===== src/rtl/mem_access_pkg.sv =====
// Shared definitions for the MEM-stage data-memory access unit.
// Holds the memory ALU op codes, the alignment exception bit positions,
// the access FSM state type, and the op decoder used by the top and the lane mux.
package mem_access_pkg;

    localparam logic [7:0] EXE_LB_OP  = 8'b1110_0000;
    localparam logic [7:0] EXE_LBU_OP = 8'b1110_0100;
    localparam logic [7:0] EXE_LH_OP  = 8'b1110_0001;
    localparam logic [7:0] EXE_LHU_OP = 8'b1110_0101;
    localparam logic [7:0] EXE_LW_OP  = 8'b1110_0011;
    localparam logic [7:0] EXE_LL_OP  = 8'b1111_0000;
    localparam logic [7:0] EXE_SB_OP  = 8'b1110_1000;
    localparam logic [7:0] EXE_SH_OP  = 8'b1110_1001;
    localparam logic [7:0] EXE_SW_OP  = 8'b1110_1011;
    localparam logic [7:0] EXE_SC_OP  = 8'b1111_1000;

    localparam int unsigned EXC_ADEL_BIT = 13;
    localparam int unsigned EXC_ADES_BIT = 14;

    typedef enum logic [1:0] {
        ST_IDLE,
        ST_REQ,
        ST_DONE,
        ST_ABORT
    } state_t;

    typedef enum logic [1:0] {
        SZ_BYTE,
        SZ_HALF,
        SZ_WORD
    } size_t;

    typedef struct packed {
        logic  is_mem;
        logic  is_load;
        logic  is_store;
        logic  is_signed;
        logic  is_ll;
        logic  is_sc;
        size_t size;
    } op_info_t;

    function automatic op_info_t decode_op(input logic [7:0] op);
        op_info_t d;
        d.is_mem    = 1'b1;
        d.is_load   = 1'b0;
        d.is_store  = 1'b0;
        d.is_signed = 1'b0;
        d.is_ll     = 1'b0;
        d.is_sc     = 1'b0;
        d.size      = SZ_WORD;
        case (op)
            EXE_LB_OP:  begin d.is_load  = 1'b1; d.is_signed = 1'b1; d.size = SZ_BYTE; end
            EXE_LBU_OP: begin d.is_load  = 1'b1; d.size = SZ_BYTE; end
            EXE_LH_OP:  begin d.is_load  = 1'b1; d.is_signed = 1'b1; d.size = SZ_HALF; end
            EXE_LHU_OP: begin d.is_load  = 1'b1; d.size = SZ_HALF; end
            EXE_LW_OP:  d.is_load = 1'b1;
            EXE_LL_OP:  begin d.is_load  = 1'b1; d.is_ll = 1'b1; end
            EXE_SB_OP:  begin d.is_store = 1'b1; d.size = SZ_BYTE; end
            EXE_SH_OP:  begin d.is_store = 1'b1; d.size = SZ_HALF; end
            EXE_SW_OP:  d.is_store = 1'b1;
            EXE_SC_OP:  begin d.is_store = 1'b1; d.is_sc = 1'b1; end
            default:    d.is_mem = 1'b0;
        endcase
        return d;
    endfunction

endpackage


===== src/rtl/mem_access_if.sv =====
// Data-bus request/acknowledge interface between the MEM stage and data memory.
//   req   : request, held until ack      we    : 1 = write
//   sel   : byte enables, sel[3] = byte 0 (big-endian)
//   addr  : word address                  wdata : store data, replicated to lanes
//   ack   : one-cycle transfer complete   rdata : read data, valid with ack
interface mem_access_if;
    logic        req;
    logic        we;
    logic [3:0]  sel;
    logic [31:0] addr;
    logic [31:0] wdata;
    logic        ack;
    logic [31:0] rdata;

    modport master (output req, we, sel, addr, wdata, input ack, rdata);
    modport slave  (input req, we, sel, addr, wdata, output ack, rdata);
endinterface


===== src/rtl/mem_access_lane_mux.sv =====
// Big-endian byte-lane steering for the data bus.
//   size/is_signed : access width and load extension mode
//   addr_lo        : address bits [1:0]
//   store_data     : rt value; wdata is it replicated across lanes
//   rdata          : captured read word; load_data is the extracted, extended value
//   sel            : byte enables (sel[3] = byte address 0)
module mem_access_lane_mux
    import mem_access_pkg::*;
(
    input  size_t       size,
    input  logic        is_signed,
    input  logic [1:0]  addr_lo,
    input  logic [31:0] store_data,
    input  logic [31:0] rdata,
    output logic [3:0]  sel,
    output logic [31:0] wdata,
    output logic [31:0] load_data
);

    logic [7:0]  byte_val;
    logic [15:0] half_val;

    always_comb begin
        case (addr_lo)
            2'd0:    byte_val = rdata[31:24];
            2'd1:    byte_val = rdata[23:16];
            2'd2:    byte_val = rdata[15:8];
            default: byte_val = rdata[7:0];
        endcase
        half_val = addr_lo[1] ? rdata[15:0] : rdata[31:16];
    end

    always_comb begin
        sel       = 4'b1111;
        wdata     = store_data;
        load_data = rdata;
        unique case (size)
            SZ_BYTE: begin
                sel       = 4'b1000 >> addr_lo;
                wdata     = {4{store_data[7:0]}};
                load_data = is_signed ? {{24{byte_val[7]}}, byte_val} : {24'd0, byte_val};
            end
            SZ_HALF: begin
                sel       = addr_lo[1] ? 4'b0011 : 4'b1100;
                wdata     = {2{store_data[15:0]}};
                load_data = is_signed ? {{16{half_val[15]}}, half_val} : {16'd0, half_val};
            end
            default: ;
        endcase
    end

endmodule


===== src/rtl/mem_access.sv =====
// MEM-stage data-memory access unit of the 5-stage MIPS pipeline.
// Runs the req/ack data-bus FSM for loads and stores, checks alignment,
// tracks the LL/SC link bit and stalls the front of the pipe while busy.
//   clk, rst        : clock, synchronous active-high reset
//   mem_*           : ex_mem register outputs (dest, op, address, rt, exceptions)
//   flush           : pipeline flush
//   dbus            : data-bus master port (registered)
//   wb_*            : result towards mem_wb (combinational)
//   excepttype_o    : upstream exceptions plus AdEL/AdES
//   bad_vaddr       : faulting address when AdEL/AdES raised
//   llbit_o         : current link bit
//   stallreq        : stall request to ctrl
module mem_access
    import mem_access_pkg::*;
#(
    parameter bit ALIGN_CHECK = 1'b1
) (
    input  logic               clk,
    input  logic               rst,
    input  logic [4:0]         mem_wd,
    input  logic               mem_wreg,
    input  logic [31:0]        mem_wdata,
    input  logic [7:0]         mem_aluop,
    input  logic [31:0]        mem_mem_addr,
    input  logic [31:0]        mem_reg2,
    input  logic [31:0]        mem_excepttype,
    input  logic               flush,
    mem_access_if.master       dbus,
    output logic [4:0]         wb_wd,
    output logic               wb_wreg,
    output logic [31:0]        wb_wdata,
    output logic [31:0]        excepttype_o,
    output logic [31:0]        bad_vaddr,
    output logic               llbit_o,
    output logic               stallreq
);

    state_t      state;
    logic        llbit;
    logic [31:0] rdata_q;

    op_info_t    op;
    logic        misaligned;
    logic        no_exc;
    logic        sc_fail;
    logic        start;

    logic [3:0]  lane_sel;
    logic [31:0] lane_wdata;
    logic [31:0] load_data;

    assign op      = decode_op(mem_aluop);
    assign no_exc  = (mem_excepttype == '0);
    assign sc_fail = op.is_sc && !llbit;
    assign llbit_o = llbit;

    always_comb begin
        misaligned = 1'b0;
        if (ALIGN_CHECK && op.is_mem) begin
            unique case (op.size)
                SZ_HALF: misaligned = mem_mem_addr[0];
                SZ_WORD: misaligned = (mem_mem_addr[1:0] != 2'b00);
                default: misaligned = 1'b0;
            endcase
        end
    end

    assign start = op.is_mem && !misaligned && no_exc && !flush && !sc_fail;

    mem_access_lane_mux u_lane_mux (
        .size       (op.size),
        .is_signed  (op.is_signed),
        .addr_lo    (mem_mem_addr[1:0]),
        .store_data (mem_reg2),
        .rdata      (rdata_q),
        .sel        (lane_sel),
        .wdata      (lane_wdata),
        .load_data  (load_data)
    );

    always_ff @(posedge clk) begin
        if (rst) begin
            state      <= ST_IDLE;
            llbit      <= 1'b0;
            rdata_q    <= '0;
            dbus.req   <= 1'b0;
            dbus.we    <= 1'b0;
            dbus.sel   <= '0;
            dbus.addr  <= '0;
            dbus.wdata <= '0;
        end else begin
            unique case (state)
                ST_IDLE: begin
                    if (start) begin
                        state      <= ST_REQ;
                        dbus.req   <= 1'b1;
                        dbus.we    <= op.is_store;
                        dbus.sel   <= lane_sel;
                        dbus.addr  <= {mem_mem_addr[31:2], 2'b00};
                        dbus.wdata <= op.is_store ? lane_wdata : '0;
                    end
                end
                ST_REQ: begin
                    if (dbus.ack) begin
                        dbus.req <= 1'b0;
                        if (flush) begin
                            state <= ST_IDLE;
                        end else begin
                            state   <= ST_DONE;
                            rdata_q <= dbus.rdata;
                            if (op.is_ll) llbit <= 1'b1;
                            if (op.is_sc) llbit <= 1'b0;
                        end
                    end else if (flush) begin
                        // Bus transfer cannot be cancelled; wait out the ack and drop it.
                        state <= ST_ABORT;
                    end
                end
                ST_DONE: state <= ST_IDLE;
                ST_ABORT: begin
                    if (dbus.ack) begin
                        dbus.req <= 1'b0;
                        state    <= ST_IDLE;
                    end
                end
            endcase
            // Placed last so a flush overrides an LL completing in the same cycle.
            if (flush) llbit <= 1'b0;
        end
    end

    always_comb begin
        wb_wd        = mem_wd;
        wb_wreg      = mem_wreg;
        wb_wdata     = mem_wdata;
        excepttype_o = mem_excepttype;
        bad_vaddr    = '0;
        stallreq     = 1'b0;
        if (rst) begin
            wb_wd        = '0;
            wb_wreg      = 1'b0;
            wb_wdata     = '0;
            excepttype_o = '0;
        end else if (op.is_mem) begin
            wb_wreg  = 1'b0;
            wb_wdata = '0;
            if (misaligned) begin
                bad_vaddr = mem_mem_addr;
                if (op.is_load) excepttype_o[EXC_ADEL_BIT] = 1'b1;
                else            excepttype_o[EXC_ADES_BIT] = 1'b1;
            end
            unique case (state)
                ST_IDLE: begin
                    stallreq = start;
                    // Failed SC writes 0 to rt without touching the bus.
                    if (sc_fail && !misaligned && no_exc && !flush) wb_wreg = 1'b1;
                end
                ST_REQ:   stallreq = !flush;
                ST_DONE: begin
                    if (op.is_sc) begin
                        wb_wreg  = 1'b1;
                        wb_wdata = 32'd1;
                    end else if (op.is_load) begin
                        wb_wreg  = mem_wreg;
                        wb_wdata = load_data;
                    end
                end
                ST_ABORT: stallreq = start;
            endcase
        end
    end

endmodule


===== src/flat_wrapper.sv =====
// flat-port wrapper written by rule: the top's interface ports become plain ports
module mem_access_flat import mem_access_pkg::*;
#(
    parameter bit ALIGN_CHECK = 1'b1
)
  (clk, rst, mem_wd, mem_wreg, mem_wdata, mem_aluop, mem_mem_addr, mem_reg2, mem_excepttype, flush, wb_wd, wb_wreg, wb_wdata, excepttype_o, bad_vaddr, llbit_o, stallreq, dbus_req, dbus_we, dbus_sel, dbus_addr, dbus_wdata, dbus_ack, dbus_rdata);
  mem_access_if dbus_i ();
  input  logic clk;
  input  logic rst;
  input  logic [4:0] mem_wd;
  input  logic mem_wreg;
  input  logic [31:0] mem_wdata;
  input  logic [7:0] mem_aluop;
  input  logic [31:0] mem_mem_addr;
  input  logic [31:0] mem_reg2;
  input  logic [31:0] mem_excepttype;
  input  logic flush;
  output logic [4:0] wb_wd;
  output logic wb_wreg;
  output logic [31:0] wb_wdata;
  output logic [31:0] excepttype_o;
  output logic [31:0] bad_vaddr;
  output logic llbit_o;
  output logic stallreq;
  output wire logic [$bits(dbus_i.req)-1:0] dbus_req;
  output wire logic [$bits(dbus_i.we)-1:0] dbus_we;
  output wire logic [$bits(dbus_i.sel)-1:0] dbus_sel;
  output wire logic [$bits(dbus_i.addr)-1:0] dbus_addr;
  output wire logic [$bits(dbus_i.wdata)-1:0] dbus_wdata;
  input wire logic [$bits(dbus_i.ack)-1:0] dbus_ack;
  input wire logic [$bits(dbus_i.rdata)-1:0] dbus_rdata;
  assign dbus_req = dbus_i.req;
  assign dbus_we = dbus_i.we;
  assign dbus_sel = dbus_i.sel;
  assign dbus_addr = dbus_i.addr;
  assign dbus_wdata = dbus_i.wdata;
  assign dbus_i.ack = dbus_ack;
  assign dbus_i.rdata = dbus_rdata;
  mem_access #(.ALIGN_CHECK(ALIGN_CHECK)) u_core (.clk(clk), .rst(rst), .mem_wd(mem_wd), .mem_wreg(mem_wreg), .mem_wdata(mem_wdata), .mem_aluop(mem_aluop), .mem_mem_addr(mem_mem_addr), .mem_reg2(mem_reg2), .mem_excepttype(mem_excepttype), .flush(flush), .dbus(dbus_i), .wb_wd(wb_wd), .wb_wreg(wb_wreg), .wb_wdata(wb_wdata), .excepttype_o(excepttype_o), .bad_vaddr(bad_vaddr), .llbit_o(llbit_o), .stallreq(stallreq));
endmodule

===== config.mk =====
export PLATFORM = sky130hd
export DESIGN_NAME = mem_access_flat
export DESIGN_NICKNAME = d
export VERILOG_FILES = /design/src/rtl/mem_access_pkg.sv /design/src/rtl/mem_access_if.sv /design/src/rtl/mem_access_lane_mux.sv /design/src/rtl/mem_access.sv /design/src/flat_wrapper.sv
export SDC_FILE = /design/constraint.sdc
export NUM_CORES = 1
export LEC_CHECK = 0
export ABC_AREA = 1
export BUFFER_PORTS_ARGS = -buffer_cell sky130_fd_sc_hd__buf_2
export CAP_MARGIN = 20
export CORE_AREA = 3 3 136 138
export CTS_CLUSTER_SIZE = 8
export DETAILED_ROUTE_END_ITERATION = 8
export DIE_AREA = 0 0 139 141
export PLACE_DENSITY_LB_ADDON = 0.12
export SLEW_MARGIN = 15
export SYNTH_ARGS = -nofsm -noshare
export SYNTH_HDL_FRONTEND = slang
export SYNTH_SLANG_ARGS = --single-unit

===== constraint.sdc =====
create_clock -name clk -period 2.6 [get_ports clk]
set_clock_uncertainty 0.1 [all_clocks]
set_input_delay 0.52 -clock clk [delete_from_list [all_inputs] [get_ports clk]]
set_output_delay 0.52 -clock clk [all_outputs]
set_load 0.02 [all_outputs]

==> out/results.ini <==
[outcome]
status=finished, violations left
violations=setup timing

[logic_synthesis]
ys_seq_area_share_pct=30.18
synth_top_cell_area_share_pct=30.18
synth_cells=1164
synth_area_um2=6833
ys_types=37
ys_warn_count=0
synth_area_leaders=dfxtp_1 (30%), nand2_1 (16%), nor2_1 (11%), a21oi_1 (7.0%), inv_1 (7.0%)
syn-mean-instance-area_um2=5.870
ys_ff_latch=103
synth.largest_area_cell=dfxtp_1

[route]
drt_pass1_iterations=5
drc=0
vias=8839
drt-initial-drc-count=535
vias_per_cell=4.952
wirelength_um=28040
postRouteAntennaNets=0
wl_per_cell_um=15.71

[flow_run]
cap_violations=0

[cells_and_area]
final_nets=1737
areaGrowthSynthToFinish_pct=58.85
drive_above_1_share_pct=41.05

[sta]
rsz0062_at_grt=true
slew_viol_final=0
final-setup-viol-count=87
finalCriticalPeriod_ns=2.698
tns_ns=-3.807
fmax_ghz=0.3707
fin_ws_ns=-0.09770
fin_crit_sh_pct=103.8
holdWs_ns=0.2841
finalHoldViolCount=0

[place]
dp_slack_ns=-0.2313
port_buffers=349
gp_congestion=0.9471
hpwl_um=20150

[die]
io_pins=352
start_util_pct=39.50
core_area_um2=17300
die_y_um=141
die-area_um2=19600
die_w_um=139
placementRows=48

[cts]
path_clk_slew_ns=0.07
cts_tree=yes
clock_latency_ns=0.35
h-tree-depth=3
cts_max_path_buffers=2
cts-buffers-inserted=9
cts_sinks=103
cts_root_buf=clkbuf_16

[worst_hold_path]
hold_depth=3
hold_path_startpoint=dbus_rdata[8]
min_path_type=input pin to flip-flop
min_to=u_core.rdata_q[8]

[global_routing]
grt_pass1_vias=8049
grt_max_degree=59
grt_overflow=0
grt_use_total_pct=25.49
top_usage_layer=met2
antenna_found_initial=1
grt.met3_usage_pct=4.444
grt.met1_usage_pct=32.41
grtUsageMet2_pct=44.34
grt_first_pass_wirelength_um=41260

[critical_path]
required_ns=1.98
rr_startpoint=u_core.state[0]
r2r_cells=8
crit_arrival_ns=2.08
path_max_fanout=8
r2r_slack_ns=0.73
reg2reg_to=u_core.rdata_q[9]
path_class=input pin to output port
startpoint_type=input pin
crit_path_end_kind=output port

[pwr]
powerDensity_nw_per_um2=391.3
totalPowerFinal_mw=4.247
power.leakage_nw=5.545
ir_worst_vdd_mv=0.3269

[routing by layer]
| layer | up-vias | part of all wire [%] |
|---|---|---|
| li1 | 4443 | - |
| met1 | 3984 | 41 |
| met2 | 348 | 50 |
| met3 | 62 | 6.5 |
| met4 | 2 | 2.6 |
| met5 | - | 0.025 |
[critical path, cell delays in order]
cell and delay, ns:
buf_2 0.13, nor2_4 0.15, nand3_4 0.11, buf_4 0.15, nand3_2 0.10, inv_4 0.06
nor3_4 0.16, buf_6 0.16, clkbuf_16 0.16, nand3_2 0.08, a21oi_2 0.16, buf_6 0.14
[timing repair]
item | CTS | global route
setup buffers | 17 | 5
gates cloned | 4 | 7
endpoints found under the setup margin | 67 | 100
gates resized for setup | 108 | 161
pin swaps | 7 | 39
hold buffers | 0 | 0
[sequential cells by signal (all words and copies together) (netlist names)]
signal	cells
u_core.dbus.we	1
u_core.dbus.req	1
u_core.llbit_o	1
u_core.dbus.wdata	32
u_core.rdata_q	32
u_core.dbus.sel	4
u_core.dbus.addr	30
u_core.state	2
[synth_stat cells (all sizes together)]
cell type	n
buf	36
inv	136
nor2	239
nor3	7
o2111ai	1
a22oi	1
nor2b	1
o211ai	7
o22ai	1
nor4	1
conb	1
dfxtp	103
clkbuf	40
nand2	303
nand3	58
clkinv	2
nand3b	2
or2	11
o21ai	66
a21oi	96
nand4	47
ha	5
[logic make-up (layout without fill, tap and decap cells)]
family	count (synthesis)	after routing	synth area share, %
adder cells (fa/ha/maj)	5	5	0.9156
AND/OR/NAND/NOR	669	670	42.54
other	1	3	0.05488
buffers and inverters	214	607	13.07
AO/OA/AOI/OAI	172	172	13.24
flip-flops	103	103	30.18
[power breakdown]
group / switching (mW) / total (mW) / internal (mW)
clock network: 0.657 / 1.35 / 0.692
logic: 0.731 / 1.17 / 0.443
registers: 0.0708 / 1.72 / 1.65
total: 1.46 / 4.25 / 2.79
[placed cells by master (no fill, tap or decap), types with 3 or more instances in the layout]
cell and count:
nand2_1 293, buf_2 274, nor2_1 171, inv_1 121, buf_4 108, dfxtp_1 102, a21oi_1 63, o21ai_0 58
nand4_1 47, buf_6 47, nor2_2 39, nand3_1 39, a21oi_2 33, nor2_4 29, nand3_2 15, clkbuf_16 14
buf_12 13, or2_2 11, inv_2 10, nand2_2 6, o211ai_1 5, nand3_4 5, o21ai_1 5, ha_1 4
nand2_4 3, inv_4 3, nor3_1 3, buf_8 3
[per-stage QoR]
stage                     std cells  util (%)  area, um^2
after floorplan                1165         -        6927
after global placement         1737     53.65        9279
after detailed placement       1737     53.65        9279
after global routing           1784     62.74       10850
final                          1785     62.75       10850
after CTS                      1774     58.36       10090
[worst max-delay path by stage]
stage / depth (start not counted) / slack, ns / end / startpoint
2_1_floorplan: 9 / 0.009 / wb_wdata[15] / mem_aluop[6]
3_3_place_gp: 12 / -0.25 / bad_vaddr[1] / mem_aluop[6]
3_5_place_dp: 12 / -0.23 / bad_vaddr[0] / mem_aluop[6]
4_1_cts: 12 / -0.07 / wb_wdata[29] / mem_aluop[1]
5_1_grt: 12 / -0.19 / wb_wdata[29] / mem_aluop[1]
6_report: 12 / -0.1 / wb_wdata[8] / mem_aluop[1]
[area by class of cell]
class,count,area (um^2)
Fill cell,1685,6442
Multi-Input combinational cell,849,4456
Timing Repair Buffer,452,3197
Sequential cell,103,2063
Inverter,138,546.8
Tap cell,225,281.5
Clock buffer,10,239.0
Clock inverter,6,52.55
Timing Repair inverter,1,16.27
Antenna cell,1,2.502
Note: power is estimated with default switching activity, not from simulation.
